===== src/rtl/aes_sched_pkg.sv =====
// Shared types and defaults for the aes_core scheduler.
package aes_sched_pkg;

    // Scheduler FSM states
    typedef enum logic [1:0] {
        StIdle,
        StLoad,
        StRun,
        StResp
    } state_e;

    // Default ce pulse length and run timeout, in clk cycles
    localparam int unsigned DefCeHold  = 32;
    localparam int unsigned DefTimeout = 4096;

endpackage


===== src/rtl/rr_arbiter.sv =====
// Combinational round-robin pick: first set request at or after ptr, wrapping modulo N.
// The pointer register lives in the caller.
module rr_arbiter #(
    parameter int unsigned N   = 4,
    parameter int unsigned IDW = (N > 1) ? $clog2(N) : 1
) (
    input  logic [N-1:0]   req,
    input  logic           advance,
    input  logic [IDW-1:0] ptr,
    output logic [N-1:0]   grant,
    output logic [IDW-1:0] grant_idx
);

    logic [IDW:0] slot;
    logic         found;

    // Scan N slots starting at ptr; the first pending one wins when advance is high
    always_comb begin
        grant     = '0;
        grant_idx = '0;
        found     = 1'b0;
        slot      = '0;
        for (int unsigned i = 0; i < N; i++) begin
            slot = {1'b0, ptr} + (IDW+1)'(i);
            if (slot >= (IDW+1)'(N)) begin
                slot = slot - (IDW+1)'(N);
            end
            if (advance && !found && req[slot[IDW-1:0]]) begin
                found                  = 1'b1;
                grant[slot[IDW-1:0]]   = 1'b1;
                grant_idx              = slot[IDW-1:0];
            end
        end
    end

endmodule


===== src/rtl/aes_core_scheduler.sv =====
// Shares one aes_core between N_REQ requesters: round-robin grant, ce pulse sequencing,
// done capture with stale-done protection, and a run timeout that reports a hung core.
module aes_core_scheduler
    import aes_sched_pkg::*;
#(
    parameter int unsigned N_REQ   = 4,
    parameter int unsigned K       = 128,
    parameter int unsigned CE_HOLD = DefCeHold,
    parameter int unsigned TIMEOUT = DefTimeout,
    parameter int unsigned IDW     = (N_REQ > 1) ? $clog2(N_REQ) : 1
) (
    input  logic                 clk,
    input  logic                 reset,
    input  logic [N_REQ-1:0]     req_valid,
    input  logic [N_REQ*K-1:0]   req_key,
    input  logic [N_REQ*128-1:0] req_text,
    output logic [N_REQ-1:0]     req_ready,
    output logic                 resp_valid,
    input  logic                 resp_ready,
    output logic [IDW-1:0]       resp_id,
    output logic [127:0]         resp_text,
    output logic                 resp_error,
    output logic                 busy,
    output logic                 core_ce,
    output logic [K-1:0]         core_key,
    output logic [127:0]         core_plaintext,
    input  logic                 core_done,
    input  logic [127:0]         core_cyphertext
);

    localparam int unsigned MaxCnt = (CE_HOLD > TIMEOUT) ? CE_HOLD : TIMEOUT;
    localparam int unsigned CW     = $clog2(MaxCnt) + 1;

    state_e           state;
    logic [IDW-1:0]   ptr;
    logic [CW-1:0]    cnt;
    logic             armed;
    logic             done_meta;
    logic             done_s;
    logic             arb_advance;
    logic [N_REQ-1:0] grant;
    logic [IDW-1:0]   grant_idx;
    logic [K-1:0]     sel_key;
    logic [127:0]     sel_text;

    assign arb_advance = (state == StIdle);

    rr_arbiter #(
        .N   (N_REQ),
        .IDW (IDW)
    ) u_arb (
        .req       (req_valid),
        .advance   (arb_advance),
        .ptr       (ptr),
        .grant     (grant),
        .grant_idx (grant_idx)
    );

    // One-hot AND-OR mux of the granted slot's key and plaintext
    always_comb begin
        sel_key  = '0;
        sel_text = '0;
        for (int i = 0; i < N_REQ; i++) begin
            if (grant[i]) begin
                sel_key  = sel_key | req_key[i*K +: K];
                sel_text = sel_text | req_text[i*128 +: 128];
            end
        end
    end

    // Two-flop synchronizer for the slow-domain done level
    always_ff @(posedge clk or posedge reset) begin
        if (reset) begin
            done_meta <= 1'b0;
            done_s    <= 1'b0;
        end else begin
            done_meta <= core_done;
            done_s    <= done_meta;
        end
    end

    // Scheduler FSM with registered outputs
    always_ff @(posedge clk or posedge reset) begin
        if (reset) begin
            state          <= StIdle;
            ptr            <= '0;
            cnt            <= '0;
            armed          <= 1'b0;
            req_ready      <= '0;
            resp_valid     <= 1'b0;
            resp_id        <= '0;
            resp_text      <= '0;
            resp_error     <= 1'b0;
            busy           <= 1'b0;
            core_ce        <= 1'b0;
            core_key       <= '0;
            core_plaintext <= '0;
        end else begin
            req_ready <= '0;
            unique case (state)
                StIdle: begin
                    if (|grant) begin
                        req_ready      <= grant;
                        core_key       <= sel_key;
                        core_plaintext <= sel_text;
                        resp_id        <= grant_idx;
                        ptr            <= (grant_idx == IDW'(N_REQ - 1)) ? '0
                                                                         : grant_idx + 1'b1;
                        cnt            <= '0;
                        armed          <= 1'b0;
                        core_ce        <= 1'b1;
                        busy           <= 1'b1;
                        state          <= StLoad;
                    end
                end
                StLoad: begin
                    // A done level seen low here proves it belongs to this operation
                    if (!done_s) begin
                        armed <= 1'b1;
                    end
                    if (cnt == CW'(CE_HOLD - 1)) begin
                        core_ce <= 1'b0;
                        cnt     <= '0;
                        state   <= StRun;
                    end else begin
                        cnt <= cnt + 1'b1;
                    end
                end
                StRun: begin
                    if (done_s && armed) begin
                        resp_text  <= core_cyphertext;
                        resp_error <= 1'b0;
                        resp_valid <= 1'b1;
                        state      <= StResp;
                    end else if (cnt == CW'(TIMEOUT - 1)) begin
                        resp_text  <= '0;
                        resp_error <= 1'b1;
                        resp_valid <= 1'b1;
                        state      <= StResp;
                    end else begin
                        cnt <= cnt + 1'b1;
                        if (!done_s) begin
                            armed <= 1'b1;
                        end
                    end
                end
                StResp: begin
                    if (resp_ready) begin
                        resp_valid <= 1'b0;
                        busy       <= 1'b0;
                        state      <= StIdle;
                    end
                end
                default: begin
                    state <= StIdle;
                end
            endcase
        end
    end

endmodule


===== config.mk =====
export PLATFORM = sky130hd
export DESIGN_NAME = aes_core_scheduler
export DESIGN_NICKNAME = d
export VERILOG_FILES = /design/src/rtl/aes_sched_pkg.sv /design/src/rtl/rr_arbiter.sv /design/src/rtl/aes_core_scheduler.sv
export SDC_FILE = /design/constraint.sdc
export NUM_CORES = 1
export LEC_CHECK = 0
export ABC_AREA = 1
export ABC_CLOCK_PERIOD_IN_PS = 21200
export BUFFER_PORTS_ARGS = -buffer_cell sky130_fd_sc_hd__buf_4
export CAP_MARGIN = 20
export CORE_AREA = 5 5 595 597
export CTS_CLUSTER_DIAMETER = 100
export CTS_CLUSTER_SIZE = 10
export DETAILED_ROUTE_END_ITERATION = 8
export DIE_AREA = 0 0 600 602
export MAX_ROUTING_LAYER = met4
export PLACE_DENSITY = 0.32
export SLEW_MARGIN = 40
export SYNTH_ARGS = -nofsm -noshare
export SYNTH_HDL_FRONTEND = slang
export SYNTH_SLANG_ARGS = --single-unit

===== constraint.sdc =====
create_clock -name clk -period 21.2 [get_ports clk]
set_clock_uncertainty 0.2 [all_clocks]
set_input_delay 4.24 -clock clk [delete_from_list [all_inputs] [get_ports clk]]
set_output_delay 4.24 -clock clk [all_outputs]
set_load 0.005 [all_outputs]

Yosys cells after proc, flatten, opt, wreduce, memory -nomap -nowiden
Index checks and enable logic that the tools add are counted.
{"block": "op_classes", "addsub": 9, "n_lt_le_gt_ge": 12, "n_eq_ne": 12, "muxes": 69, "n_bitwise": 9, "n_reduce_logical": 29}
{"operator": "2-to-1 mux 128 bit", "count": 10}
{"operator": "OR 128 bit", "count": 6}
{"operator": "2-to-1 mux 13 bit", "count": 4}
{"operator": "case mux 13 bit (3 select lines)", "count": 1}
{"operator": "2-to-1 mux 2 bit", "count": 14}
{"operator": "2-to-1 mux 4 bit", "count": 6}
{"operator": "2-to-1 mux 1 bit", "count": 21}
{"operator": "adder 13 x 1 -> 13 bit (second input constant)", "count": 1}
{"operator": "== test 13 x 12 -> 1 bit (second input constant)", "count": 1}
{"operator": "== test 13 x 5 -> 1 bit (second input constant)", "count": 1}
{"operator": "logical AND 1 bit", "count": 12}
{"operator": "less-than comparator 2 x 3 -> 1 bit (second input constant)", "count": 4}
{"operator": "OR 4 bit", "count": 3}
{"operator": "inequality test 2 bit (second input constant)", "count": 5}
{"operator": ">= comparator 3 bit (second input constant)", "count": 3}
{"operator": "AND reduction 3 bit", "count": 3}
{"operator": "binary-select mux 1 bit (select 2 bit)", "count": 4}
{"operator": "demux 1 bit (select 2 bit)", "count": 4}
{"operator": ">= comparator 2 x 1 -> 1 bit (second input constant)", "count": 4}
{"operator": "case mux 2 bit (4 select lines)", "count": 1}
{"operator": "AND reduction 4 bit", "count": 2}
{"operator": "nonzero test 2 bit", "count": 4}
{"operator": "subtractor 2 x 1 -> 2 bit (second input constant)", "count": 4}
{"operator": "adder 2 x 2 -> 3 bit (second input constant)", "count": 2}
{"operator": "13 further kinds", "count": 20}
{"block": "word_totals", "ff_bits": 414, "output_inout_bits": 394, "wordCells": 155}

Logic depth before layout (Yosys ltp)
{"block": "depth", "ltp_word": 25, "ltp_mapped": 16}

Cells and area by module
A second synthesis with hierarchy kept.
{"block": "unflattened", "cells_unflattened": 2813, "hier_area_um2": 21707.1}
{"mod": "aes_core_scheduler", "instances": 1, "cells_per_inst": 2732, "area_per_inst_um2": 21209.1}
{"mod": "rr_arbiter", "instances": 1, "cells_per_inst": 81, "area_per_inst_um2": 498.0}

Least setup slack after synthesis
Ideal clock, no wire load.
{"block": "synth_path", "path_kind": "input port to flip-flop", "from": "in req_valid[3]", "to": "reg core_key[0]", "setup_ns": 0.119, "arrival_time_ns": 5.597, "path_slack_ns": 15.284, "cell_stages": 13, "path_buffers": 3, "path_cell_list": "nand2_1 -> nand3_1 -> nand2_2 -> nand2_2 -> nor2_2 -> buf_6 -> nand3_2 -> nand3_4 -> buf_4 -> buf_4 -> a22o_1 -> nor2_1 -> nand2_1"}
{"block": "synth_between", "elab_chain_cells": 23, "elab_cells_between_ends": 37}
{"item": "from (decl)", "line": "aes_core_scheduler.sv:14", "rtl": "input logic [N_REQ-1:0] req_valid,"}
{"item": "binary-select mux 1 bit (select 2 bit)", "line": "rr_arbiter.sv:28", "rtl": "if (advance && !found && req[slot[IDW-1:0]]) begin"}
{"item": "2-to-1 mux 1 bit (not written as such)", "line": "rr_arbiter.sv:28"}
{"item": "logical AND 1 bit", "line": "rr_arbiter.sv:28"}
{"item": "2-to-1 mux 1 bit", "line": "rr_arbiter.sv:28"}
{"item": "zero test 1 bit", "line": "rr_arbiter.sv:28"}
{"item": "logical AND 1 bit (2 in series)", "line": "rr_arbiter.sv:28"}
{"item": "2-to-1 mux 1 bit", "line": "rr_arbiter.sv:28"}
{"item": "zero test 1 bit", "line": "rr_arbiter.sv:28"}
{"item": "[... 6 more ...]"}
{"item": "2-to-1 mux 4 bit *", "line": "rr_arbiter.sv:28"}
{"item": "2-to-1 mux 128 bit", "line": "aes_core_scheduler.sv:64", "rtl": "if (grant[i]) begin"}
{"item": "OR 128 bit", "line": "aes_core_scheduler.sv:65", "rtl": "sel_key = sel_key | req_key[i*K +: K];"}
{"item": "2-to-1 mux 128 bit", "line": "aes_core_scheduler.sv:64"}
{"item": "OR 128 bit", "line": "aes_core_scheduler.sv:65"}
{"item": "2-to-1 mux 128 bit", "line": "aes_core_scheduler.sv:64"}
{"item": "OR 128 bit", "line": "aes_core_scheduler.sv:65"}
{"item": "2-to-1 mux 128 bit", "line": "aes_core_scheduler.sv:64"}
{"item": "to (signal assigned)", "line": "aes_core_scheduler.sv:104", "rtl": "core_key <= sel_key;"}
{"item": "to (decl)", "line": "aes_core_scheduler.sv:25", "rtl": "output logic [K-1:0] core_key,"}
Mark *: on every way between the ends. The rest lies on a longest branch, timed or not. The select of a mux whose other input is x is not followed.
A chain may end at the register's enable or synchronous reset.

Worst setup path after layout
{"block": "layout_path", "from": "in req_valid[3]", "to": "reg core_plaintext[100]"}
{"block": "layout_between", "elab_chain_cells": 23, "elab_cells_between_ends": 37}
{"item": "binary-select mux 1 bit (select 2 bit)", "line": "rr_arbiter.sv:28"}
{"item": "2-to-1 mux 1 bit (not written as such)", "line": "rr_arbiter.sv:28"}
{"item": "logical AND 1 bit", "line": "rr_arbiter.sv:28"}
{"item": "2-to-1 mux 1 bit", "line": "rr_arbiter.sv:28"}
{"item": "zero test 1 bit", "line": "rr_arbiter.sv:28"}
{"item": "logical AND 1 bit (2 in series)", "line": "rr_arbiter.sv:28"}
{"item": "2-to-1 mux 1 bit", "line": "rr_arbiter.sv:28"}
{"item": "zero test 1 bit", "line": "rr_arbiter.sv:28"}
{"item": "[... 6 more ...]"}
{"item": "2-to-1 mux 4 bit *", "line": "rr_arbiter.sv:28"}
{"item": "2-to-1 mux 128 bit", "line": "aes_core_scheduler.sv:64"}
{"item": "OR 128 bit", "line": "aes_core_scheduler.sv:66", "rtl": "sel_text = sel_text | req_text[i*128 +: 128];"}
{"item": "2-to-1 mux 128 bit", "line": "aes_core_scheduler.sv:64"}
{"item": "OR 128 bit", "line": "aes_core_scheduler.sv:66"}
{"item": "2-to-1 mux 128 bit", "line": "aes_core_scheduler.sv:64"}
{"item": "OR 128 bit", "line": "aes_core_scheduler.sv:66"}
{"item": "2-to-1 mux 128 bit", "line": "aes_core_scheduler.sv:64"}
{"item": "to (signal assigned)", "line": "aes_core_scheduler.sv:105", "rtl": "core_plaintext <= sel_text;"}
{"item": "to (decl)", "line": "aes_core_scheduler.sv:26", "rtl": "output logic [127:0] core_plaintext,"}
Marked as above.

==> run metrics <==
status=completed; Post-Synth XOR/XNOR Area=0.07917%; critical path capture point type=flop; required time worst endpoint=21.64 ns; Arr. time, crit path=8.22 ns; Final setup viols=0; initial drt markers=1,896; Synth Area in Compound Gates=24.07%; vias in the first global route=27,760; CTS buffer count=53; main combinational cell family by area after synthesis=compound AO/OA/AOI/OAI gates; cell seen most often among critical-path stages=buf_4; CP Launch Type=input pin; crit path cell chain=buf_4 > nand2_1 > nand3_1 > nand2_2 > nand2_2 > nor2_2 > nand3_1 > nand3_4 > buf_4 > buf_4 > a22o_1 > nor2_1 > nand2_1; crit path time final=7.781 ns; total track usage=14.47%; Routed wire per std cell=30.91 microns; Area Growth Syn to Fin=83.38%; post-synthesis adder-cell area fraction=0.7917%; Post-Syn Instances=2,516; clk slew on worst S/H paths=0.07 ns; via count=27,200; internal cell power=3165 uW; final global-route overflow total=0; Die Width=600 microns; logic gate share of total power=61.3%; Worst-Margin Slew=0.9722 ns; Hold Vio Cnt, Final=0; TritonRoute pass-1 iters=6; post-CTS setup buffer count=0; Psw=3121 uW; CP Class=input pin to flop; sequential fraction of the synthesis area=46.82%; Synth Area in Simple Gates=20.45%; number of cell rows=217; syn_area_per_cell=8.794 sq um; Root Buffer=clkbuf_16; Slowest-stage cell, CP=buf_4; worst-case clock buffer depth=3; GPL Wtd Cong=0.9060; Synth cell types=34; cell taking the most area after synthesis=dfrtp_1; Mapped Nets=3,690; clk_lat worst skew=0.71 ns; IO Port Bufs=1,553; cts-stage hold buffer count=0; largest net degree at the start of global routing=123; Place WS=12.57 ns; switching fraction of total power=49.65%; Final Max Slew Viols=0; Setup WS post-layout=13.42 ns; CTS tree=done; top cells by count, synth=a22o_1 (512), nand2_1 (471), dfrtp_1 (414), nand3_1 (283), nor2_1 (270); DRC=0; Post-synth EDFFs=0; Power Density=154.9 mW/mm^2; core area=0.3481 sq mm; initial core utilization=6.356%; clock power share=14.6%; share of the synthesized area in the top cell type=46.82%; Seq pwr share=24.1%; CTS resizes=0; count leader, synth=a22o_1; initial antenna violation count=185; synthesized area=0.02212 sq mm; Ys Warns=0; DP Cell Count=8,501; Detail Route Antenna Nets=0; CTS sink count=414; Synth async-reset ratio=100.0%; Final nets=5,132; Max-slew headroom=35.19%; Buf/Inv on CP=3; post-route clock period utilization=36.70%; DP HPWL=231.1 mm; final WL=267.4 mm; fin cells=8,651; f_max=128.5 MHz; I/O pins=1,554; Max IR drop VDD=79.68 uV; drt via density=3.144; first-pass GRT wire length=328.5 mm; setup tns final=0 ns; Leak=0.01930 uW; Hold Crit Class=flop to flop; multiplexer area fraction after synthesis=0%; proportion of layout cells with a drive suffix above 1=42.62%; max_cap viols=0; slowest stage delay, CP=0.72 ns; top cells by area, synth=dfrtp_1 (47%), a22o_1 (20%), nand2_1 (8.0%); critical path's top delay family=simple AND/OR/NAND/NOR gates; RSZ-0062 raised after global routing=false; worst-path fanout max=55; DIE AREA=0.3612 sq mm; Die Height=602 microns; Synth Flop Type=dfrtp_1; Seq cells post-synth=414; H-tree Lvls=2
==> cell usage in the layout (no fill, tap or decap), drive strengths merged <==
cell | Yosys | layout
nand3 | 294 | 294
nor3b | 1 | 1
nand3b | 2 | 2
nand4 | 8 | 8
a21oi | 2 | 2
xnor2 | 2 | 2
inv | 158 | 162
nand2 | 474 | 474
o2111ai | 2 | 2
nor4 | 2 | 2
nor3 | 1 | 1
dfrtp | 414 | 414
or2 | 3 | 3
bufinv | 0 | 1
a22oi | 1 | 1
diode | 0 | 73
ha | 14 | 14
clkbuf | 38 | 62
clkinv | 0 | 9
a22o | 512 | 512
nor2 | 275 | 275
buf | 162 | 1587
o21ai | 148 | 148
a31oi | 1 | 1
o21bai | 2 | 2
==> final cells by class <==
class | instances | area (sq um)
fillers | 40350 | 307500
inverters | 158 | 610.6
clock buffers | 62 | 1390
diodes | 73 | 182.7
repair buffers | 1587 | 12050
multi-input cells | 1744 | 10070
flip-flops and latches | 414 | 10360
clock inverters | 14 | 161.4
well taps | 4599 | 5754
==> power by group through the flow <==
| stage | clock network, uW | logic [uW] | registers [uW] |
|---|---|---|---|
| global placement | 0 | 3920 | 1530 |
| detailed placement | 0 | 3950 | 1530 |
| global route | 983 | 4200 | 1560 |
| CTS | 968 | 3970 | 1520 |
| floorplan | 0 | 1920 | 1470 |
| finish | 916 | 3850 | 1520 |
==> state kept, by name, indices dropped and copies added (netlist names), 2 cells and up, named ones only <==
signal and cells:
core_plaintext 128, resp_id 2, state 2, cnt 13, core_key 128, req_ready 4, resp_text 128
==> metrics by stage <==
stage          instance area (sq um)  total power [uW]  utilization [%]  hold slack, ns
2_1_floorplan                  22130              3387                -          0.1312
3_5_place_dp                   38780              5481            11.14          0.2408
4_1_cts                        40330              6459            11.59          0.2659
5_1_grt                        40550              6738            11.65          0.2719
3_3_place_gp                   38710              5452            11.12          0.2460
6_report                       40570              6286            11.66          0.2704
==> metal layers <==
metal,wire [microns],global-route usage [%]
met1,93240,14.22
met2,140800,26.21
met3,23720,5.363
met4,9693,4.687
met5,0,-
==> kinds of logic after synthesis <==
logic type	Yosys count
simple gates	1060
compound gates	668
xor+xnor	2
fa+ha+maj	14
buf+inv	358
flops	414
==> path summary, 6_finish.rpt <==
check	startpoint	to	slack, ns	depth (start not counted)
hold reg to reg	done_meta$_DFF_PP0_	done_s$_DFF_PP0_	0.27	0
setup / recovery	req_valid[3]	core_plaintext[100]$_DFFE_PP0P_	13.42	13
max in group asynchronous	reset	core_key[59]$_DFFE_PP0P_	15.58	4
min in group asynchronous	reset	resp_text[9]$_DFFE_PP0P_	3.37	2
hold / removal	done_meta$_DFF_PP0_	done_s$_DFF_PP0_	0.27	0
setup reg to reg	flop	core_plaintext[100]$_DFFE_PP0P_	15.76	14
Power figures use the tool's default switching activity.
